[src/rtl/core_run_monitor_pkg.sv]
// core_run_monitor_pkg: shared types and helpers for the core run monitor.
//   run_state_e   - top-level launcher FSM states
//   trk_state_e   - per-core tracker states
//   drain_cnt_width() - width of the per-core drain counter
package core_run_monitor_pkg;

    typedef enum logic [1:0] {
        ST_IDLE,
        ST_LAUNCH,
        ST_RUN,
        ST_DONE
    } run_state_e;

    typedef enum logic [1:0] {
        TRK_COUNT,
        TRK_DRAIN,
        TRK_FIN
    } trk_state_e;

    // The drain counter must be able to hold the value DRAIN_CYCLES.
    function automatic int unsigned drain_cnt_width(input int unsigned drain_cycles);
        return (drain_cycles < 2) ? 1 : $clog2(drain_cycles + 1);
    endfunction

endpackage

[src/rtl/core_run_monitor_tracker.sv]
// core_run_tracker: completion tracker for one core.
//   clock, reset  - clock, synchronous active-high reset
//   clear         - start of a new run: drop all results
//   run           - top FSM is in RUN
//   timeout_hit   - global run limit reached this cycle
//   pc, end_pc    - live fetch PC and latched end PC
//   result        - live x9 of the core
//   done, pass, timed_out - registered verdict flags
//   cycles        - frozen run-time cycle count
module core_run_tracker
    import core_run_monitor_pkg::*;
#(
    parameter int unsigned DATA_WIDTH   = 32,
    parameter int unsigned ADDRESS_BITS = 32,
    parameter int unsigned CYCLE_BITS   = 32,
    parameter int unsigned DRAIN_CYCLES = 50
) (
    input  logic                    clock,
    input  logic                    reset,
    input  logic                    clear,
    input  logic                    run,
    input  logic                    timeout_hit,
    input  logic [ADDRESS_BITS-1:0] pc,
    input  logic [ADDRESS_BITS-1:0] end_pc,
    input  logic [DATA_WIDTH-1:0]   result,
    output logic                    done,
    output logic                    pass,
    output logic                    timed_out,
    output logic [CYCLE_BITS-1:0]   cycles
);

    localparam int unsigned   DW         = drain_cnt_width(DRAIN_CYCLES);
    localparam logic [DW-1:0] DRAIN_LAST = DW'(DRAIN_CYCLES);

    trk_state_e             state_q, state_d;
    logic [CYCLE_BITS-1:0]  cnt_q, cnt_d, cnt_inc;
    logic [DW-1:0]          drain_q, drain_d;
    logic                   done_q, done_d;
    logic                   pass_q, pass_d;
    logic                   tmo_q, tmo_d;

    always_comb begin
        state_d = state_q;
        cnt_d   = cnt_q;
        drain_d = drain_q;
        done_d  = done_q;
        pass_d  = pass_q;
        tmo_d   = tmo_q;
        // Saturating increment; the cycle in which the end PC matches is counted.
        cnt_inc = (&cnt_q) ? cnt_q : cnt_q + CYCLE_BITS'(1);

        if (clear) begin
            state_d = TRK_COUNT;
            cnt_d   = '0;
            drain_d = '0;
            done_d  = 1'b0;
            pass_d  = 1'b0;
            tmo_d   = 1'b0;
        end else if (run) begin
            case (state_q)
                TRK_COUNT: begin
                    cnt_d = cnt_inc;
                    if (timeout_hit) begin
                        state_d = TRK_FIN;
                        done_d  = 1'b1;
                        tmo_d   = 1'b1;
                    end else if (pc == end_pc) begin
                        state_d = TRK_DRAIN;
                        drain_d = '0;
                    end
                end
                TRK_DRAIN: begin
                    if (timeout_hit) begin
                        state_d = TRK_FIN;
                        done_d  = 1'b1;
                        tmo_d   = 1'b1;
                    end else if (drain_q == DRAIN_LAST) begin
                        state_d = TRK_FIN;
                        done_d  = 1'b1;
                        pass_d  = (result == '0);
                    end else begin
                        drain_d = drain_q + DW'(1);
                    end
                end
                default: ;
            endcase
        end
    end

    always_ff @(posedge clock) begin
        if (reset) begin
            state_q <= TRK_COUNT;
            cnt_q   <= '0;
            drain_q <= '0;
            done_q  <= 1'b0;
            pass_q  <= 1'b0;
            tmo_q   <= 1'b0;
        end else begin
            state_q <= state_d;
            cnt_q   <= cnt_d;
            drain_q <= drain_d;
            done_q  <= done_d;
            pass_q  <= pass_d;
            tmo_q   <= tmo_d;
        end
    end

    assign done      = done_q;
    assign pass      = pass_q;
    assign timed_out = tmo_q;
    assign cycles    = cnt_q;

endmodule

[src/rtl/core_run_monitor.sv]
// core_run_monitor: launcher and completion checker for the multicore array.
//   clock, reset      - clock, synchronous active-high reset
//   go                - run request pulse (ignored while a run is active)
//   start_addr_cfg    - per-core start PC, latched on go
//   end_pc_cfg        - per-core end PC, latched on go
//   PC, result_reg    - live fetch PC and x9 of each core
//   start             - one-cycle start pulse to the cores
//   program_address   - latched start PCs
//   busy              - run in progress
//   done/pass/timeout_mask, all_done - registered per-core verdicts
//   rd_sel, rd_cycles - combinational read of one core's frozen cycle count
module core_run_monitor
    import core_run_monitor_pkg::*;
#(
    parameter int unsigned NUM_CORES      = 4,
    parameter int unsigned DATA_WIDTH     = 32,
    parameter int unsigned ADDRESS_BITS   = 32,
    parameter int unsigned CYCLE_BITS     = 32,
    parameter int unsigned DRAIN_CYCLES   = 50,
    parameter int unsigned TIMEOUT_CYCLES = 1000000,
    localparam int unsigned SEL_W = (NUM_CORES > 1) ? $clog2(NUM_CORES) : 1
) (
    input  logic                              clock,
    input  logic                              reset,
    input  logic                              go,
    input  logic [NUM_CORES*ADDRESS_BITS-1:0] start_addr_cfg,
    input  logic [NUM_CORES*ADDRESS_BITS-1:0] end_pc_cfg,
    input  logic [NUM_CORES*ADDRESS_BITS-1:0] PC,
    input  logic [NUM_CORES*DATA_WIDTH-1:0]   result_reg,
    output logic                              start,
    output logic [NUM_CORES*ADDRESS_BITS-1:0] program_address,
    output logic                              busy,
    output logic [NUM_CORES-1:0]              done_mask,
    output logic [NUM_CORES-1:0]              pass_mask,
    output logic [NUM_CORES-1:0]              timeout_mask,
    output logic                              all_done,
    input  logic [SEL_W-1:0]                  rd_sel,
    output logic [CYCLE_BITS-1:0]             rd_cycles
);

    localparam int unsigned AW       = NUM_CORES * ADDRESS_BITS;
    localparam logic [31:0] TMO_LAST = 32'(TIMEOUT_CYCLES - 1);
    localparam bit          TMO_EN   = (TIMEOUT_CYCLES != 0);

    run_state_e            state_q, state_d;
    logic [AW-1:0]         prog_addr_q, prog_addr_d;
    logic [AW-1:0]         end_pc_q, end_pc_d;
    logic [31:0]           tmo_cnt_q, tmo_cnt_d;
    logic                  all_done_q, all_done_d;
    logic                  launch, in_run, tmo_hit;
    logic [NUM_CORES-1:0]  done_vec, pass_vec, tmo_vec;
    logic [CYCLE_BITS-1:0] cycles [NUM_CORES];

    always_comb begin
        state_d     = state_q;
        prog_addr_d = prog_addr_q;
        end_pc_d    = end_pc_q;
        tmo_cnt_d   = tmo_cnt_q;
        launch      = 1'b0;
        in_run      = (state_q == ST_RUN);
        // tmo_cnt_q holds completed RUN cycles, so this fires in RUN cycle TIMEOUT_CYCLES.
        tmo_hit     = TMO_EN && in_run && (tmo_cnt_q == TMO_LAST);

        case (state_q)
            ST_IDLE, ST_DONE: begin
                if (go) begin
                    launch      = 1'b1;
                    state_d     = ST_LAUNCH;
                    prog_addr_d = start_addr_cfg;
                    end_pc_d    = end_pc_cfg;
                    tmo_cnt_d   = '0;
                end
            end
            ST_LAUNCH: state_d = ST_RUN;
            ST_RUN: begin
                if (!(&tmo_cnt_q)) tmo_cnt_d = tmo_cnt_q + 32'd1;
                if (all_done_q) state_d = ST_DONE;
            end
            default: state_d = ST_IDLE;
        endcase

        // Cleared on relaunch so the previous run's all_done cannot leak into LAUNCH.
        all_done_d = launch ? 1'b0 : (&done_vec);
    end

    always_ff @(posedge clock) begin
        if (reset) begin
            state_q     <= ST_IDLE;
            prog_addr_q <= '0;
            end_pc_q    <= '0;
            tmo_cnt_q   <= '0;
            all_done_q  <= 1'b0;
        end else begin
            state_q     <= state_d;
            prog_addr_q <= prog_addr_d;
            end_pc_q    <= end_pc_d;
            tmo_cnt_q   <= tmo_cnt_d;
            all_done_q  <= all_done_d;
        end
    end

    for (genvar i = 0; i < NUM_CORES; i++) begin : g_core
        core_run_tracker #(
            .DATA_WIDTH   (DATA_WIDTH),
            .ADDRESS_BITS (ADDRESS_BITS),
            .CYCLE_BITS   (CYCLE_BITS),
            .DRAIN_CYCLES (DRAIN_CYCLES)
        ) u_trk (
            .clock       (clock),
            .reset       (reset),
            .clear       (launch),
            .run         (in_run),
            .timeout_hit (tmo_hit),
            .pc          (PC[i*ADDRESS_BITS +: ADDRESS_BITS]),
            .end_pc      (end_pc_q[i*ADDRESS_BITS +: ADDRESS_BITS]),
            .result      (result_reg[i*DATA_WIDTH +: DATA_WIDTH]),
            .done        (done_vec[i]),
            .pass        (pass_vec[i]),
            .timed_out   (tmo_vec[i]),
            .cycles      (cycles[i])
        );
    end

    always_comb begin
        rd_cycles = '0;
        for (int unsigned i = 0; i < NUM_CORES; i++) begin
            if (rd_sel == SEL_W'(i)) rd_cycles = cycles[i];
        end
    end

    assign start           = (state_q == ST_LAUNCH);
    assign busy            = (state_q == ST_LAUNCH) || (state_q == ST_RUN);
    assign program_address = prog_addr_q;
    assign done_mask       = done_vec;
    assign pass_mask       = pass_vec;
    assign timeout_mask    = tmo_vec;
    assign all_done        = all_done_q;

endmodule

[config.mk]
export PLATFORM = sky130hd
export DESIGN_NAME = core_run_monitor
export DESIGN_NICKNAME = d
export VERILOG_FILES = /design/src/rtl/core_run_monitor_pkg.sv /design/src/rtl/core_run_monitor_tracker.sv /design/src/rtl/core_run_monitor.sv
export SDC_FILE = /design/constraint.sdc
export NUM_CORES = 1
export LEC_CHECK = 0
export CAP_MARGIN = 20
export CORE_AREA = 2 2 267 269
export DETAILED_ROUTE_END_ITERATION = 8
export DIE_AREA = 0 0 269 271
export PLACE_DENSITY = 0.64
export SYNTH_ARGS = -nofsm -noshare
export SYNTH_HDL_FRONTEND = slang
export SYNTH_HIERARCHICAL = 1
export SYNTH_SLANG_ARGS = --single-unit
[constraint.sdc]
create_clock -name clock -period 4 [get_ports clock]
set_input_delay 0.8 -clock clock [delete_from_list [all_inputs] [get_ports clock]]
set_output_delay 0.8 -clock clock [all_outputs]
set_load 0.05 [all_outputs]
## After elaboration in Yosys (flattened, before gate mapping)

Index checks and enable logic that the tools add are counted.

| word-level totals | value |
|---|---|
| latch bits | 0 |
| logic and storage cells | 214 |
| bits in read-only memories | 0 |
| output and inout port bits | 175 |
| input port bits | 517 |
| memory bits (writable) | 0 |
| flip-flop bits (word level) | 463 |
| memories kept | 0 |

| cells by class | value |
|---|---|
| shift operators | 0 |
| multipliers | 0 |
| bitwise gates (word level) | 5 |
| add/subtract/negate cells | 9 |
| reductions and logical operators | 56 |
| equality and inequality tests | 50 |
| magnitude comparators | 0 |
| divide/modulo/power cells | 0 |
| multiplexer cells | 65 |

Operators by type and width:

| operator | number |
|---|---|
| $mux 32 | 6 |
| $add 32x1->32 const B | 5 |
| $reduce_and 32->1 | 5 |
| $eq 32x32->1 | 4 |
| $logic_not 32->1 | 4 |
| $mux 6 | 16 |
| $pmux 32 s2 | 1 |
| $reduce_and 4->1 | 13 |
| $pmux 6 s2 | 4 |
| $mux 2 | 18 |
| $ne 2x2->1 const B | 18 |
| $eq 32x20->1 const B | 1 |
| $reduce_and 3->1 | 9 |
| $add 6x1->6 const B | 4 |
| $eq 6x6->1 const B | 4 |
| $reduce_and 6->1 | 4 |
| $ne 3x2->1 const B | 6 |
| $pmux 2 s2 | 4 |
| $eq 2x1->1 const B | 6 |
| $logic_not 2->1 | 6 |
| $reduce_or 2->1 | 6 |
| $mux 1 | 11 |
| $ne 2x1->1 const B | 5 |
| $reduce_bool 2->1 | 5 |
| 8 further kinds | 20 |

## Logic depth before layout (Yosys ltp)

| logic depth | value |
|---|---|
| depth after elaboration | 5 |
| gate-level depth with buffers | 11 |
| depth with buffers taken out | 10 |

## By module

The synthesis kept the hierarchy.

By module, submodules not included:

| module | cells an instance | seq. area each (um^2) | area an instance (um^2) | times used |
|---|---|---|---|---|
| core_run_monitor | 1,413 | 5,825.6 | 11,594.9 | 1 |
| core_run_tracker (g_core[0].u_trk ...) | 317 | 860.8 | 2,688.8 | 3 |
| core_run_tracker (g_core[3].u_trk) | 324 | 860.8 | 2,630.0 | 1 |

## Least setup slack after synthesis

Ideal clock, no wire load.

| timing | value |
|---|---|
| path type | register to register |
| start | register, netlist name state_q[0] |
| end | register g_core[3].u_trk.drain_q[3] |
| path slack | -0.087 ns |
| buffers on the path | 1 |
| data arrival time | 3.954 ns |
| setup time | 0.132 ns |
| data required time | 3.868 ns |
| cell stages (with the launch flop) | 12 |
| period minus slack after synthesis | 4.087 ns |
| cells stage by stage | dfxtp_1 -> inv_1 -> ha_1 -> nand2b_1 -> or3_1 -> nor4_1 -> or3b_2 -> a31o_2 -> clkbuf_1 -> nor4_1 -> a21oi_1 -> a31oi_1 |

RTL lines:

| item | RTL line | text |
|---|---|---|
| end signal, assigned | core_run_monitor_tracker.sv:101 | `drain_q <= drain_d;` |
| end, declared | core_run_monitor_tracker.sv:37 | `logic [DW-1:0] drain_q, drain_d;` |

==> flow_summary.yaml <==
synth:
  syn_nets: 3221
  synth_seq_cells: 463
  synth_flop_cell: "dfxtp_1"
  syn_avg_cell_area_um2: 8.29
  synth-edff-count: 0
  yosys-top-cells-area: "dfxtp_1, nand2_1, a21oi_1"
  yosysTopAreaCell: "dfxtp_1"
  synth_cell_types: 74
  synth_top_area_share: 0.416
  syn-cell-area_um2: 22300
  ys_warn_count: 6
  ys_seq_area_frac: 0.416
  synth_cells: 2688
  ys_async_sr_fraction: 0
timing:
  max_slew_margin: 0.189
  slew_violations: 0
  hold_viol: 0
  grt_setup_unrepaired: "false"
  setup_viol: 0
  clock_skew_ps: 32.0
  max_clock_freq_mhz: 314
  tns_ps: 0
  fin_crit_ps: 3180
  period_share: 0.795
  tightest_slew_ps: 1220
setup_path:
  cpMostUsedCell: "inv_1"
  crit_path_cell_trace: "inv_1, ha_2, inv_1, clkdlybuf4s50_1"
  slowest_delay_ps: 870
  cp_top_family: "buffers and inverters"
  required_ps: 3200
  cp_num_buf_inv: 3
  path_class: "flip-flop to output pin"
  worstSetupStartpoint: "state_q[0]"
  reg2reg_slack_ps: 1080
  r2r_start: "state_q[0]"
  crit_arrival_ps: 2380
  crit_path_top_delay_cell: "clkdlybuf4s50_1"
  endpoint_kind: "output pin"
  crit_path_max_fanout: 4
  r2r-end: "program_address[72]"
  ff2ff_path_depth: 7
  worstSetupStartpointType: "flip-flop"
placed_design:
  hpwl_mm: 65.5
  dp_cells: 4186
  routabilityCongestion: 0.944
  port_buffers: 691
run:
  drv_cap: 0
detailed_routing:
  first_pass_iters: 8
  wl_mm: 87.6
  dr.first_iter.drc_count: 1731
  wire_per_inst_um: 20.4
  drt-vias-per-instance: 5.23
  drc: 0
  num_vias: 22500
  ant_nets: 0
cts:
  insertion_delay_ps: 620
  cts_tree: "yes"
  cts_root_buf: "clkbuf_16"
  cts_hold_buf: 0
  ctsResizeCount: 0
  cts_max_path_buffers: 3
  cts_buffers: 55
  post-cts-setup-buffer-count: 0
  clk_pin_slew_ps: 60
  cts.sinks: 463
  cts.htree.levels: 2
die:
  core_region_area_um2: 69800
  rows: 97
  initial_utilization: 0.319
  die_h_um: 271
  design.die.area_um2: 72900
  die_w_um: 269
  ioPinCount: 692
global_route:
  grt_overflow: 0
  track_usage: 0.232
  grt_first_pass_wirelength_mm: 129
  grt_start_max_net_pins: 201
  grt_pass1_vias: 20800
  antenna_found_initial: 12
layout:
  layout-drive-gt1-share: 0.0755
  stdcell_count: 4301
  nets: 3836
  fill_cells: 6821
  regArea_um2: 9270
  multi_input_area_um2: 12200
  syn_to_final_growth_pct: 44.2
power_and_ir_drop:
  p_per_area_nw_per_um2: 505
  p_leak_nw: 10.7
  peakVddDrop_uv: 504
  power_w: 0.0162
min_path:
  min_path_type: "flip-flop to flip-flop"
  whs_endpoint: "program_address[113]"
  holdPathStages: 2
  worstHoldStart: "program_address[113]"
outcome:
  outcome: "complete, no violations"
power breakdown:
group / leakage, nW / switching (W) / internal (W) / total [W]
Combinational: 6.04 / 0.00353 / 0.00185 / 0.00538
Clock: 0.918 / 0.00213 / 0.00307 / 0.00521
Sequential: 3.77 / 0.000407 / 0.00523 / 0.00564
Total: 10.7 / 0.00607 / 0.0102 / 0.0162
cells in the mapped netlist (12+ instances only):
library cell	number
o41ai_1	15
buf_1	13
a211oi_1	21
o21ai_0	76
inv_1	34
xnor2_1	129
nand3_1	73
and3_1	24
a31oi_1	21
a32o_1	17
nor2_1	103
dfxtp_1	463
and4_1	35
nand2b_1	15
ha_1	16
a21oi_1	354
xor2_1	47
o31ai_1	23
nand2_1	600
o211ai_1	23
nor3_1	17
mux4_2	32
nor4_1	60
or3_1	55
clkbuf_1	113
o311ai_0	12
buf_2	14
or4_1	29
nand4_1	88
cells by family (layout without fill, tap and decap cells):
| logic type | Yosys count | count (layout) | share of synthesized area |
|---|---|---|---|
| AO/OA/AOI/OAI | 630 | 630 | 0.174 |
| XOR/XNOR | 176 | 176 | 0.0692 |
| adder cells (fa/ha/maj) | 16 | 16 | 0.00898 |
| buffers and inverters | 194 | 855 | 0.0379 |
| flip-flops | 463 | 463 | 0.416 |
| multiplexers | 40 | 40 | 0.0360 |
| other | 0 | 12 | 0 |
| AND/OR/NAND/NOR | 1169 | 1169 | 0.258 |
worst max path at each step:
stage / end / slack [ps] / depth (start not counted)
after floorplan: g_core[3].u_trk/drain_q[3] / 600 / 11
after global placement: tmo_cnt_q[30] / 680 / 8
after detailed placement: tmo_cnt_q[30] / 650 / 8
after CTS: busy / 760 / 4
after global routing: busy / 710 / 4
final: busy / 820 / 4
tightest hold or removal path, delay by kind of cell, from the launching register on:
family / cells / cell delay [ps]
compound gates: 1 / 50
flops: 1 / 310
simple gates: 1 / 50
per-stage QoR:
step / util / hold slack [ps] / instance area (um2) / setup WS (ps)
CTS: 0.460 / 455 / 32100 / 764
detailed placement: 0.434 / 446 / 30300 / 651
global placement: 0.434 / 441 / 30300 / 680
global route: 0.461 / 469 / 32200 / 706
finish: 0.461 / 453 / 32200 / 819
floorplan: - / 428 / 22300 / 605
layout make-up:
type | instances | area share
multi-input cells | 2031 | 0.380
flip-flops and latches | 463 | 0.288
repair buffers | 717 | 0.232
clock buffers | 81 | 0.0506
well taps | 940 | 0.0366
clock inverters | 22 | 0.00747
inverters | 35 | 0.00432
diodes | 12 | 0.000934
state kept, by name, summed over array words and instances, names as in the netlist:
register                cells
all_done                    1
g_core.u_trk/cycles       128
g_core.u_trk/state_q        8
g_core.u_trk/timed_out      4
g_core.u_trk/pass           4
end_pc_q                  128
program_address           128
g_core.u_trk/done           4
state_q                     2
tmo_cnt_q                  32
g_core.u_trk/drain_q       24
layer usage:
layer  global-route usage  part of all wire  wire [um]
met1                0.290              0.41      36100
met2                0.364              0.46      39900
met3               0.0649             0.084       7350
met4                0.114             0.049       4260
met5                    0                 0          0
cells in the final DEF (no fill, tap or decap), drive strengths merged, types with 79 or more instances in the layout:
cell type      netlist  routed
clkdlybuf4s50        0     657
nand2              600     600
dfxtp              463     463
a21oi              355     355
xnor2              129     129
nor2               104     104
nand4               92      92
clkbuf             117      81
nand3               80      80
o21ai               79      79
Note: power is estimated with default switching activity, not from simulation.
